## config.mk

```make
export PLATFORM = sky130hd
export DESIGN_NAME = pmbus_cmd_regs
export DESIGN_NICKNAME = d
export VERILOG_FILES = /design/src/rtl/pmbus_pkg.sv /design/src/rtl/pmbus_cmd_regs.sv
export SDC_FILE = /design/constraint.sdc
export NUM_CORES = 1
export LEC_CHECK = 0
export CAP_MARGIN = 5
export CELL_PAD_IN_SITES_DETAIL_PLACEMENT = 0
export CELL_PAD_IN_SITES_GLOBAL_PLACEMENT = 1
export CORE_MARGIN = 3
export CORE_UTILIZATION = 31
export DETAILED_ROUTE_END_ITERATION = 8
export GPL_ROUTABILITY_DRIVEN = 1
export GPL_TIMING_DRIVEN = 0
export HOLD_SLACK_MARGIN = 0.05
export PLACE_DENSITY = 0.8
export REMOVE_ABC_BUFFERS = 1
export SLEW_MARGIN = 40
export SYNTH_ARGS = -nofsm -noshare
export SYNTH_HDL_FRONTEND = slang
export SYNTH_SLANG_ARGS = --single-unit
```

## constraint.sdc

```tcl
create_clock -name CLOCK -period 1.7 [get_ports CLOCK]
set_input_delay 0.17 -clock CLOCK [delete_from_list [all_inputs] [get_ports CLOCK]]
set_output_delay 0.17 -clock CLOCK [all_outputs]
set_load 0.005 [all_outputs]
```

## src/rtl/pmbus_pkg.sv

```systemverilog
// Shared PMBus definitions: command codes, STATUS_BYTE bit positions and the
// command-register FSM state encoding.
package pmbus_pkg;

  localparam logic [7:0] CMD_PAGE         = 8'h00;
  localparam logic [7:0] CMD_OPERATION    = 8'h01;
  localparam logic [7:0] CMD_CLEAR_FAULTS = 8'h03;
  localparam logic [7:0] CMD_STATUS_BYTE  = 8'h78;
  localparam logic [7:0] CMD_READ_VOUT    = 8'h8B;

  localparam int STS_OFF     = 6;
  localparam int STS_VOUT_OV = 5;
  localparam int STS_CML     = 1;

  typedef enum logic [1:0] {
    ST_IDLE,
    ST_TLM_WAIT,
    ST_DONE
  } state_t;

  function automatic logic [7:0] status_byte(input logic off, input logic ov, input logic cml);
    logic [7:0] s;
    s              = '0;
    s[STS_OFF]     = off;
    s[STS_VOUT_OV] = ov;
    s[STS_CML]     = cml;
    return s;
  endfunction

endpackage

```

## src/rtl/pmbus_cmd_regs.sv

```systemverilog
// PMBus command register block: per-page PAGE/OPERATION/STATUS_BYTE state,
// fault capture, and READ_VOUT served through a telemetry request/ack handshake.
module pmbus_cmd_regs
  import pmbus_pkg::*;
#(
  parameter int MAX_BYTES   = 2,
  parameter int NUM_PAGES   = 4,
  parameter int TLM_TIMEOUT = 255
) (
  input  logic                         CLOCK,
  input  logic                         RESET_N,
  input  logic [7:0]                   SMB_COMMAND,
  input  logic [MAX_BYTES-1:0]         SMB_BYTEEN,
  input  logic                         SMB_STOP,
  input  logic                         SMB_READ,
  input  logic                         SMB_WRITE,
  output logic                         SMB_WAITREQUEST,
  output logic [MAX_BYTES*8-1:0]       SMB_READDATA,
  input  logic [MAX_BYTES*8-1:0]       SMB_WRITEDATA,
  output logic [NUM_PAGES-1:0]         OPERATION_ON,
  input  logic [NUM_PAGES-1:0]         FAULT_IN,
  output logic                         TLM_REQ,
  output logic [$clog2(NUM_PAGES)-1:0] TLM_PAGE,
  input  logic                         TLM_ACK,
  input  logic [15:0]                  TLM_DATA
);

  localparam int         DW       = MAX_BYTES * 8;
  localparam int         PW       = $clog2(NUM_PAGES);
  localparam logic [7:0] TLM_LAST = 8'(TLM_TIMEOUT - 1);

  state_t               state;
  logic [PW-1:0]        page;
  logic [NUM_PAGES-1:0] op_on, vout_ov, cml;
  logic [7:0]           tlm_cnt;
  logic                 wait_q, tlm_req_q;
  logic [DW-1:0]        rdata_q;
  logic [7:0]           reg_rdata;
  logic                 rd_known;
  logic                 unused_inputs;

  assign unused_inputs   = ^{SMB_STOP, SMB_BYTEEN, SMB_WRITEDATA};
  assign SMB_WAITREQUEST = wait_q;
  assign SMB_READDATA    = rdata_q;
  assign OPERATION_ON    = op_on;
  assign TLM_REQ         = tlm_req_q;
  assign TLM_PAGE        = page;

  always_comb begin
    // NOTE: every output of this block gets a default first so no path leaves it unassigned (no latch).
    reg_rdata = '0;
    rd_known  = 1'b1;
    case (SMB_COMMAND)
      CMD_PAGE:        reg_rdata = 8'(page);
      CMD_OPERATION:   reg_rdata = {op_on[page], 7'b0};
      CMD_STATUS_BYTE: reg_rdata = status_byte(~op_on[page], vout_ov[page], cml[page]);
      default:         rd_known  = 1'b0;
    endcase
  end

  always_ff @(posedge CLOCK or negedge RESET_N) begin
    if (!RESET_N) begin
      state     <= ST_IDLE;
      wait_q    <= 1'b1;
      rdata_q   <= '0;
      tlm_req_q <= 1'b0;
      tlm_cnt   <= '0;
      page      <= '0;
      op_on     <= '0;
      vout_ov   <= '0;
      cml       <= '0;
    end else begin
      // NOTE: non-blocking assignments; the fault loop below is last, so its assignments win at the same edge.
      case (state)
        ST_IDLE: begin
          if (SMB_WRITE) begin
            state  <= ST_DONE;
            wait_q <= 1'b0;
            case (SMB_COMMAND)
              CMD_PAGE:
                if (!SMB_BYTEEN[0] || SMB_WRITEDATA[7:0] >= 8'(NUM_PAGES)) cml[page] <= 1'b1;
                else page <= SMB_WRITEDATA[PW-1:0];
              CMD_OPERATION:
                if (!SMB_BYTEEN[0]) cml[page] <= 1'b1;
                else op_on[page] <= SMB_WRITEDATA[7];
              CMD_CLEAR_FAULTS: begin
                vout_ov[page] <= 1'b0;
                cml[page]     <= 1'b0;
              end
              default: cml[page] <= 1'b1;
            endcase
          end else if (SMB_READ) begin
            if (SMB_COMMAND == CMD_READ_VOUT) begin
              state     <= ST_TLM_WAIT;
              tlm_req_q <= 1'b1;
              tlm_cnt   <= '0;
            end else begin
              state   <= ST_DONE;
              wait_q  <= 1'b0;
              rdata_q <= DW'(reg_rdata);
              if (!rd_known) cml[page] <= 1'b1;
            end
          end
        end
        ST_TLM_WAIT: begin
          if (TLM_ACK) begin
            state     <= ST_DONE;
            wait_q    <= 1'b0;
            tlm_req_q <= 1'b0;
            rdata_q   <= DW'(TLM_DATA);
          end else if (tlm_cnt == TLM_LAST) begin
            state     <= ST_DONE;
            wait_q    <= 1'b0;
            tlm_req_q <= 1'b0;
            rdata_q   <= DW'(16'hFFFF);
            cml[page] <= 1'b1;
          end else begin
            tlm_cnt <= tlm_cnt + 8'd1;
          end
        end
        ST_DONE: begin
          state  <= ST_IDLE;
          wait_q <= 1'b1;
        end
        default: begin
          state     <= ST_IDLE;
          wait_q    <= 1'b1;
          tlm_req_q <= 1'b0;
        end
      endcase
      for (int p = 0; p < NUM_PAGES; p++) begin
        if (FAULT_IN[p]) begin
          vout_ov[p] <= 1'b1;
          op_on[p]   <= 1'b0;
        end
      end
    end
  end

endmodule

```

==> flow_summary_export.csv, run 1 <==
group,metric,value,unit
sta,max_transition_viols_final,0,
cts,cts_max_path_buffers,2,
cts,cts_made_buffers,5,
placed_design,port-buffer-count,65,
power_and_ir_drop,leak_pwr,0.00154,uW
global_routing,grt_pass1_wl,9.78,mm
global_routing,gr-max-usage-layer,"met2",
detailed_routing,routed_via_count_divided_by_cell_count,4.99,
worst_setup_path,slowest_cell_delay_on_critical_path,0.36,ns
synth,synthArstFlopShare,100,%
global_routing,use_met2,24.1,%
floorplan,placeableCoreArea,0.00694,sq mm
sta,hold-worst-slack,0.390,ns
floorplan,fp-row-count,30,
synth,yosys_warnings,0,
sta,layout_setup_ws,-0.0689,ns
synth,ys_types,52,
synth,postSynthCellCount,214,
worst_setup_path,path_cells,"inv_1 -> ha_1 -> and3_4 -> a21oi_2 -> nand2b_1 -> a21o_4 -> mux2_1",
min_path,hp-class,"primary input to asynchronous set/reset pin",
job,timing.max_cap.violations,0,
sta,setup_violations,23,
finish,fillers,655,
synth,synthFlopType,"sky130_fd_sc_hd__dfrtp_1",
detailed_routing,drt.antenna.violating_nets,0,
worst_setup_path,worstPathMaxFanout,6,
detailed_routing,vias,1973,
finish,post-route-cell-area,0.00352,sq mm
worst_setup_path,slowest_stage,"sky130_fd_sc_hd__dfrtp_1",
placed_design,place_worst_setup_slack,-0.874,ns
global_routing,grt_antenna_before_repair,0,
synth,post-synth-top-area-fraction,45.4,%
worst_setup_path,timing_worst_setup_path_type,"flip-flop to flip-flop",
sta,fin_skew,0.00957,ns
detailed_routing,postRouteWirelength,5.93,mm
worst_setup_path,start_kind,"flip-flop",
global_routing,overall_global_routing_resource_usage,14.3,%
placed_design,place.gp.congestion,0.791,
sta,timing.slew.headroom,64.0,%
synth,post_synth_instance_area,0.00226,sq mm
synth,synth_enable_flop_cells,0,
run_status,run_status,"finished with violations",
worst_setup_path,worst_setup_path_end_kind,"flip-flop",
sta,finalHoldViolCount,0,
floorplan,die_width,91.4,um
power_and_ir_drop,peakVddDrop,0.328,mV
global_routing,grt_start_max_net_pins,43,
sta,timing.final.crit_period,1.77,ns
cts,cts.sinks,42,
synth,synth_most_common_cell,"sky130_fd_sc_hd__dfrtp_1",
cts,source_to_sink_clock_delay_at_the_later_pin_of_the_worst_skew_pair,0.29,ns
cts,clk_transition_reported_paths,0.08,ns
finish,area_growth_syn_to_layout,56.1,%
synth,top_cells_by_instance_count_after_synthesis,"sky130_fd_sc_hd__dfrtp_1 (41), sky130_fd_sc_hd__o21ai_0 (19), sky130_fd_sc_hd__nor2_1 (16), sky130_fd_sc_hd__nand2_1 (15), sky130_fd_sc_hd__nor3_1 (10)",
synth,number_of_storage_elements_in_the_synthesis_netlist,42,
power_and_ir_drop,power_per_cell_area,725,mW/mm^2
cts,cts-root-buf,"sky130_fd_sc_hd__clkbuf_8",
sta,fmax,0.565,GHz
global_routing,grt_use_met1,18.4,%
cts,cts-htree-levels,2,
placed_design,detailedPlacementHpwl,4.02,mm
floorplan,start_util,32.5,%
sta,min_period_over_period,104,%
worst_setup_path,worst_r2r_path_depth,7,
finish,proportion_of_layout_cells_with_a_drive_suffix_above_1,27.4,%
run_status,violations,"negative setup slack",
synth,yosys.area.top_type,"sky130_fd_sc_hd__dfrtp_1",
worst_setup_path,timing.critical_path.arrival,1.94,ns
global_routing,grt_util_met3,4.47,%
worst_setup_path,cp.required,1.87,ns
sta,tightestPinTransition,0.539,ns
sta,grt_setup_unrepaired,"true",
floorplan,ioPinCount,76,
global_routing,grt_overflow,0,
global_routing,grt_pass1_vias,2008,
synth,yosysSeqAreaShare,46.6,%
synth,avgSynthCellArea,10.6,sq um
detailed_routing,drtPass1Iterations,4,
finish,nNetsFinal,353,
sta,setup_tns,-0.997,ns
cts,tritoncts,"yes",
detailed_routing,avgRoutedWirePerCell,15.0,um
finish,antenna_cells,0,
placed_design,dpl-instance-area,0.00297,sq mm
detailed_routing,dr.first_iter.drc_count,85,
floorplan,die_area,0.00835,sq mm
detailed_routing,drc_errors,0,
floorplan,die_h,91.4,um
synth,synth_area_leaders,"sky130_fd_sc_hd__dfrtp_1 (45%), sky130_fd_sc_hd__o21ai_0 (4.2%), sky130_fd_sc_hd__a21bo_2 (4.0%)",
-- placed cells by master, fill, tap and decap left out, types with 4 or more instances in the layout --
cell	n
sky130_fd_sc_hd__clkdlybuf4s50_1	55
sky130_fd_sc_hd__dfrtp_1	38
sky130_fd_sc_hd__o21ai_0	18
sky130_fd_sc_hd__buf_4	18
sky130_fd_sc_hd__nand2_1	14
sky130_fd_sc_hd__nor2_1	14
sky130_fd_sc_hd__a21bo_2	9
sky130_fd_sc_hd__nand2b_1	8
sky130_fd_sc_hd__nor3_1	7
sky130_fd_sc_hd__dlygate4sd2_1	7
sky130_fd_sc_hd__nand3_1	6
sky130_fd_sc_hd__mux2i_1	6
sky130_fd_sc_hd__clkbuf_8	6
sky130_fd_sc_hd__inv_1	5
sky130_fd_sc_hd__nor4b_4	4
sky130_fd_sc_hd__mux2_4	4
sky130_fd_sc_hd__xor2_1	4
sky130_fd_sc_hd__mux2_1	4
-- state kept, by name, summed over array words and instances, names as in the netlist, named ones only --
| register | cells |
|---|---|
| OPERATION_ON | 4 |
| SMB_READDATA | 16 |
| SMB_WAITREQUEST | 1 |
| TLM_PAGE | 2 |
| TLM_REQ | 1 |
| state | 2 |
| tlm_cnt | 8 |
| vout_ov | 4 |
-- power by group --
| part | internal [uW] | total (uW) | leakage, uW | switching [uW] |
|---|---|---|---|---|
| clock | 470 | 815 | 0.0000573 | 344 |
| sequential | 1050 | 1100 | 0.000525 | 46.6 |
| combinational | 351 | 643 | 0.000960 | 292 |
-- kinds of logic after synthesis --
group / after synthesis / share of synthesized area, %
simple gates: 82 / 21.2
compound gates: 49 / 15.1
flops: 42 / 46.6
mux: 19 / 10.6
buf+inv: 15 / 3.49
xor+xnor: 5 / 1.94
fa+ha+maj: 2 / 1.11
-- through the flow --
step	cells	util (%)	power, uW
2_1_floorplan	205	-	1270
3_3_place_gp	366	42.8	1470
3_5_place_dp	366	42.8	1480
4_1_cts	390	49.6	2520
5_1_grt	395	50.8	2660
6_report	395	50.8	2550
-- what timing repair did --
item,CTS,global route
setup buffers,16,5
endpoints found under the setup margin,37,30
endpoints found under the hold margin,41,0
hold buffers,1,0
pin swaps,14,6
resized for setup,52,8
-- area by class of cell --
type	count	area (sq um)	share of cell area, %
Inverter	6	22.5	0.639
Clock buffer	6	82.6	2.34
Timing Repair Buffer	87	845	24.0
Sequential cell	42	1060	30.0
Clock inverter	1	30.0	0.852
Tap cell	96	120	3.41
Multi-Input combinational cell	157	1370	38.8
-- worst paths after layout --
kind                                         end  slack, ns             start
worst max-delay path             SMB_READDATA[1]      -0.07        tlm_cnt[0]
worst min-delay path                  tlm_cnt[7]       0.39           RESET_N
worst max register to register   SMB_READDATA[1]      -0.07        tlm_cnt[0]
worst min register to register  SMB_READDATA[14]       0.48  SMB_READDATA[14]
max in group asynchronous               state[1]       0.88           RESET_N
min in group CLOCK               OPERATION_ON[2]       0.42       FAULT_IN[2]
-- critical path: cells and delay by family, from the launching register on --
| kind | cells | cell delay, ns |
|---|---|---|
| simple gates | 2 | 0.33 |
| fa+ha+maj | 1 | 0.18 |
| buf+inv | 1 | 0.04 |
| compound gates | 2 | 0.39 |
| flops | 1 | 0.36 |
| mux | 1 | 0.34 |
-- layer usage --
metal  vias up  share of wire [%]
met5         -                  0
met4         0               0.69
met3        12                5.8
met2        65                 48
met1       954                 45
li1        942                  -
Note: power is estimated with default switching activity, not from simulation.
==> inputs of run 2 (changes only) <==
==> constraint.sdc (replaced) <==
create_clock -name CLOCK -period 1.5 [get_ports CLOCK]
set_input_delay 0.15 -clock CLOCK [delete_from_list [all_inputs] [get_ports CLOCK]]
set_output_delay 0.15 -clock CLOCK [all_outputs]
set_load 0.005 [all_outputs]
==> run 2 against run 1 <==
  * The run still ends with negative setup slack left
  * Total power is 14% higher
  * Core utilization is 3.5 points higher
  * Critical path depth stayed put
  * Clock-buffer cell count stayed put
  * Maximum frequency is 3.0% lower
  * Critical path type unchanged
  * Critical endpoint unchanged
==> flow_summary_export.csv, run 2 (synthesized netlist as in run 1, its figures left out) <==
group,metric,value,unit
worst_setup_path,start_kind,"flip-flop",
power_and_ir_drop,power_per_cell_area,773,mW/mm^2
finish,antenna_cells,0,
floorplan,die_width,91.4,um
finish,largest_register_ffs,16,
sta,layout_setup_ws,-0.323,ns
sta,fin_skew,0.0104,ns
placed_design,place.gp.congestion,0.791,
sta,grt_setup_unrepaired,"true",
detailed_routing,drtPass1Iterations,4,
sta,finalHoldViolCount,0,
detailed_routing,drt.antenna.violating_nets,0,
floorplan,die_h,91.4,um
detailed_routing,routed_via_count_divided_by_cell_count,4.99,
finish,mostFrequentLayoutCells,"sky130_fd_sc_hd__clkdlybuf4s50_1 (53), sky130_fd_sc_hd__dfrtp_1 (37), sky130_fd_sc_hd__buf_4 (31)",
sta,setup_tns,-7.18,ns
finish,proportion_of_layout_cells_with_a_drive_suffix_above_1,33.6,%
global_routing,grt_overflow,0,
detailed_routing,drc_errors,0,
detailed_routing,avgRoutedWirePerCell,15.6,um
floorplan,placeableCoreArea,0.00694,sq mm
sta,timing.final.crit_period,1.82,ns
placed_design,port-buffer-count,65,
cts,tritoncts,"yes",
sta,timing.slew.headroom,63.6,%
finish,area_growth_syn_to_layout,66.7,%
detailed_routing,dr.first_iter.drc_count,72,
finish,nNetsFinal,372,
global_routing,grt_pass1_wl,10.0,mm
cts,cts_made_buffers,5,
detailed_routing,vias,2067,
cts,cts-htree-levels,2,
cts,cts_max_path_buffers,2,
worst_setup_path,worstPathMaxFanout,6,
placed_design,dpl-instance-area,0.00297,sq mm
cts,source_to_sink_clock_delay_at_the_later_pin_of_the_worst_skew_pair,0.30,ns
cts,cts.sinks,42,
detailed_routing,postRouteWirelength,6.45,mm
floorplan,fp-row-count,30,
placed_design,detailedPlacementHpwl,4.02,mm
cts,cts-root-buf,"sky130_fd_sc_hd__clkbuf_8",
sta,max_transition_viols_final,0,
sta,fmax,0.549,GHz
min_path,hp-class,"primary input to asynchronous set/reset pin",
global_routing,grt_start_max_net_pins,43,
finish,fillers,627,
finish,post-route-cell-area,0.00376,sq mm
run_status,violations,"negative setup slack",
run_status,run_status,"finished with violations",
global_routing,overall_global_routing_resource_usage,14.6,%
global_routing,grt_pass1_vias,2056,
worst_setup_path,cp.required,1.68,ns
worst_setup_path,timing_worst_setup_path_type,"flip-flop to flip-flop",
floorplan,die_area,0.00835,sq mm
cts,clk_transition_reported_paths,0.09,ns
worst_setup_path,worst_setup_path_end_kind,"flip-flop",
floorplan,ioPinCount,76,
sta,min_period_over_period,122,%
global_routing,grt_antenna_before_repair,0,
sta,setup_violations,34,
sta,tightestPinTransition,0.546,ns
job,timing.max_cap.violations,0,
floorplan,start_util,32.5,%
worst_setup_path,timing.critical_path.arrival,2.00,ns
power_and_ir_drop,peakVddDrop,0.414,mV
finish,layout.cells.most_common,"sky130_fd_sc_hd__clkdlybuf4s50_1",
power_and_ir_drop,leak_pwr,0.00171,uW
run 2: changes by cell type in the layout (fill, tap and decap cells not counted), sizes merged:
cell           change
buf               +18
clkbuf             +1
dlymetal6s2s       +2
clkdlybuf4s50      -2
run 2: cell type report:
cell class,count,area (sq um),area share (%)
Multi-Input combinational cell,157,1440,38.1
Sequential cell,42,1060,28.1
Timing Repair Buffer,106,1020,27.0
Tap cell,96,120,3.19
Clock buffer,6,82.6,2.19
Clock inverter,1,30.0,0.798
Inverter,6,22.5,0.598
run 2: final timing paths:
kind                                  start               end  slack (ns)  depth (start not counted)
setup / recovery                 tlm_cnt[0]   SMB_READDATA[1]       -0.32                          7
hold / removal                      RESET_N        tlm_cnt[7]        0.37                          2
max in group asynchronous           RESET_N          state[1]        0.69                          2
hold reg to reg            SMB_READDATA[14]  SMB_READDATA[14]        0.48                          1
min in group CLOCK              FAULT_IN[2]   OPERATION_ON[2]        0.40                          2
setup reg to reg                 tlm_cnt[0]   SMB_READDATA[1]       -0.32                          7
run 2: metal layers:
layer	GRT usage, %	routed length [um]	share of wire (%)	vias up
li1	-	-	-	980
met5	0	0	0	-
met4	2.26	47	0.73	0
met2	24.8	3260	51	67
met1	18.7	2770	43	1015
met3	4.47	364	5.6	5
run 2: critical path, stage by stage (launching register included):
cell	delay [ns]
sky130_fd_sc_hd__dfrtp_1	0.36
sky130_fd_sc_hd__inv_1	0.05
sky130_fd_sc_hd__ha_1	0.18
sky130_fd_sc_hd__and3_4	0.17
sky130_fd_sc_hd__a21oi_2	0.26
sky130_fd_sc_hd__nand2b_4	0.18
sky130_fd_sc_hd__a21o_4	0.15
sky130_fd_sc_hd__mux2_1	0.34
run 2: where the power goes:
| group | leakage (uW) | switching (uW) | internal, uW |
|---|---|---|---|
| Combinational | 0.00113 | 338 | 403 |
| Clock | 0.0000573 | 397 | 533 |
| Sequential | 0.000524 | 50.6 | 1190 |
run 2: metrics by stage:
stage / hold slack, ns / setup WS [ns] / total power (uW) / utilization (%) / cells
global placement: 0.463 / -1.00 / 1670 / 42.8 / 366
floorplan: -0.146 / -0.473 / 1430 / - / 205
finish: 0.371 / -0.323 / 2910 / 54.2 / 414
CTS: 0.397 / -0.238 / 2850 / 49.9 / 391
detailed placement: 0.175 / -1.05 / 1670 / 42.8 / 366
global route: 0.396 / -0.386 / 3040 / 54.2 / 414
run 2: timing repair:
item                       in CTS  in global routing
pin swaps                       8                 10
resized for setup              60                 24
hold endpoints to repair       41                  0
setup endpoints to repair      43                 42
buffers inserted               17                 23
hold buffers                    1                  0
==> inputs of run 3 (changes only) <==
--- a/config.mk
+++ b/config.mk
@@ -5,7 +5,7 @@
 export SDC_FILE = /design/constraint.sdc
 export NUM_CORES = 1
 export LEC_CHECK = 0
-export CAP_MARGIN = 5
+export CAP_MARGIN = 20
 export CELL_PAD_IN_SITES_DETAIL_PLACEMENT = 0
 export CELL_PAD_IN_SITES_GLOBAL_PLACEMENT = 1
 export CORE_MARGIN = 3
==> results of run 3 <==
The final DEF is identical to that of run 2; final timing and power are the same.
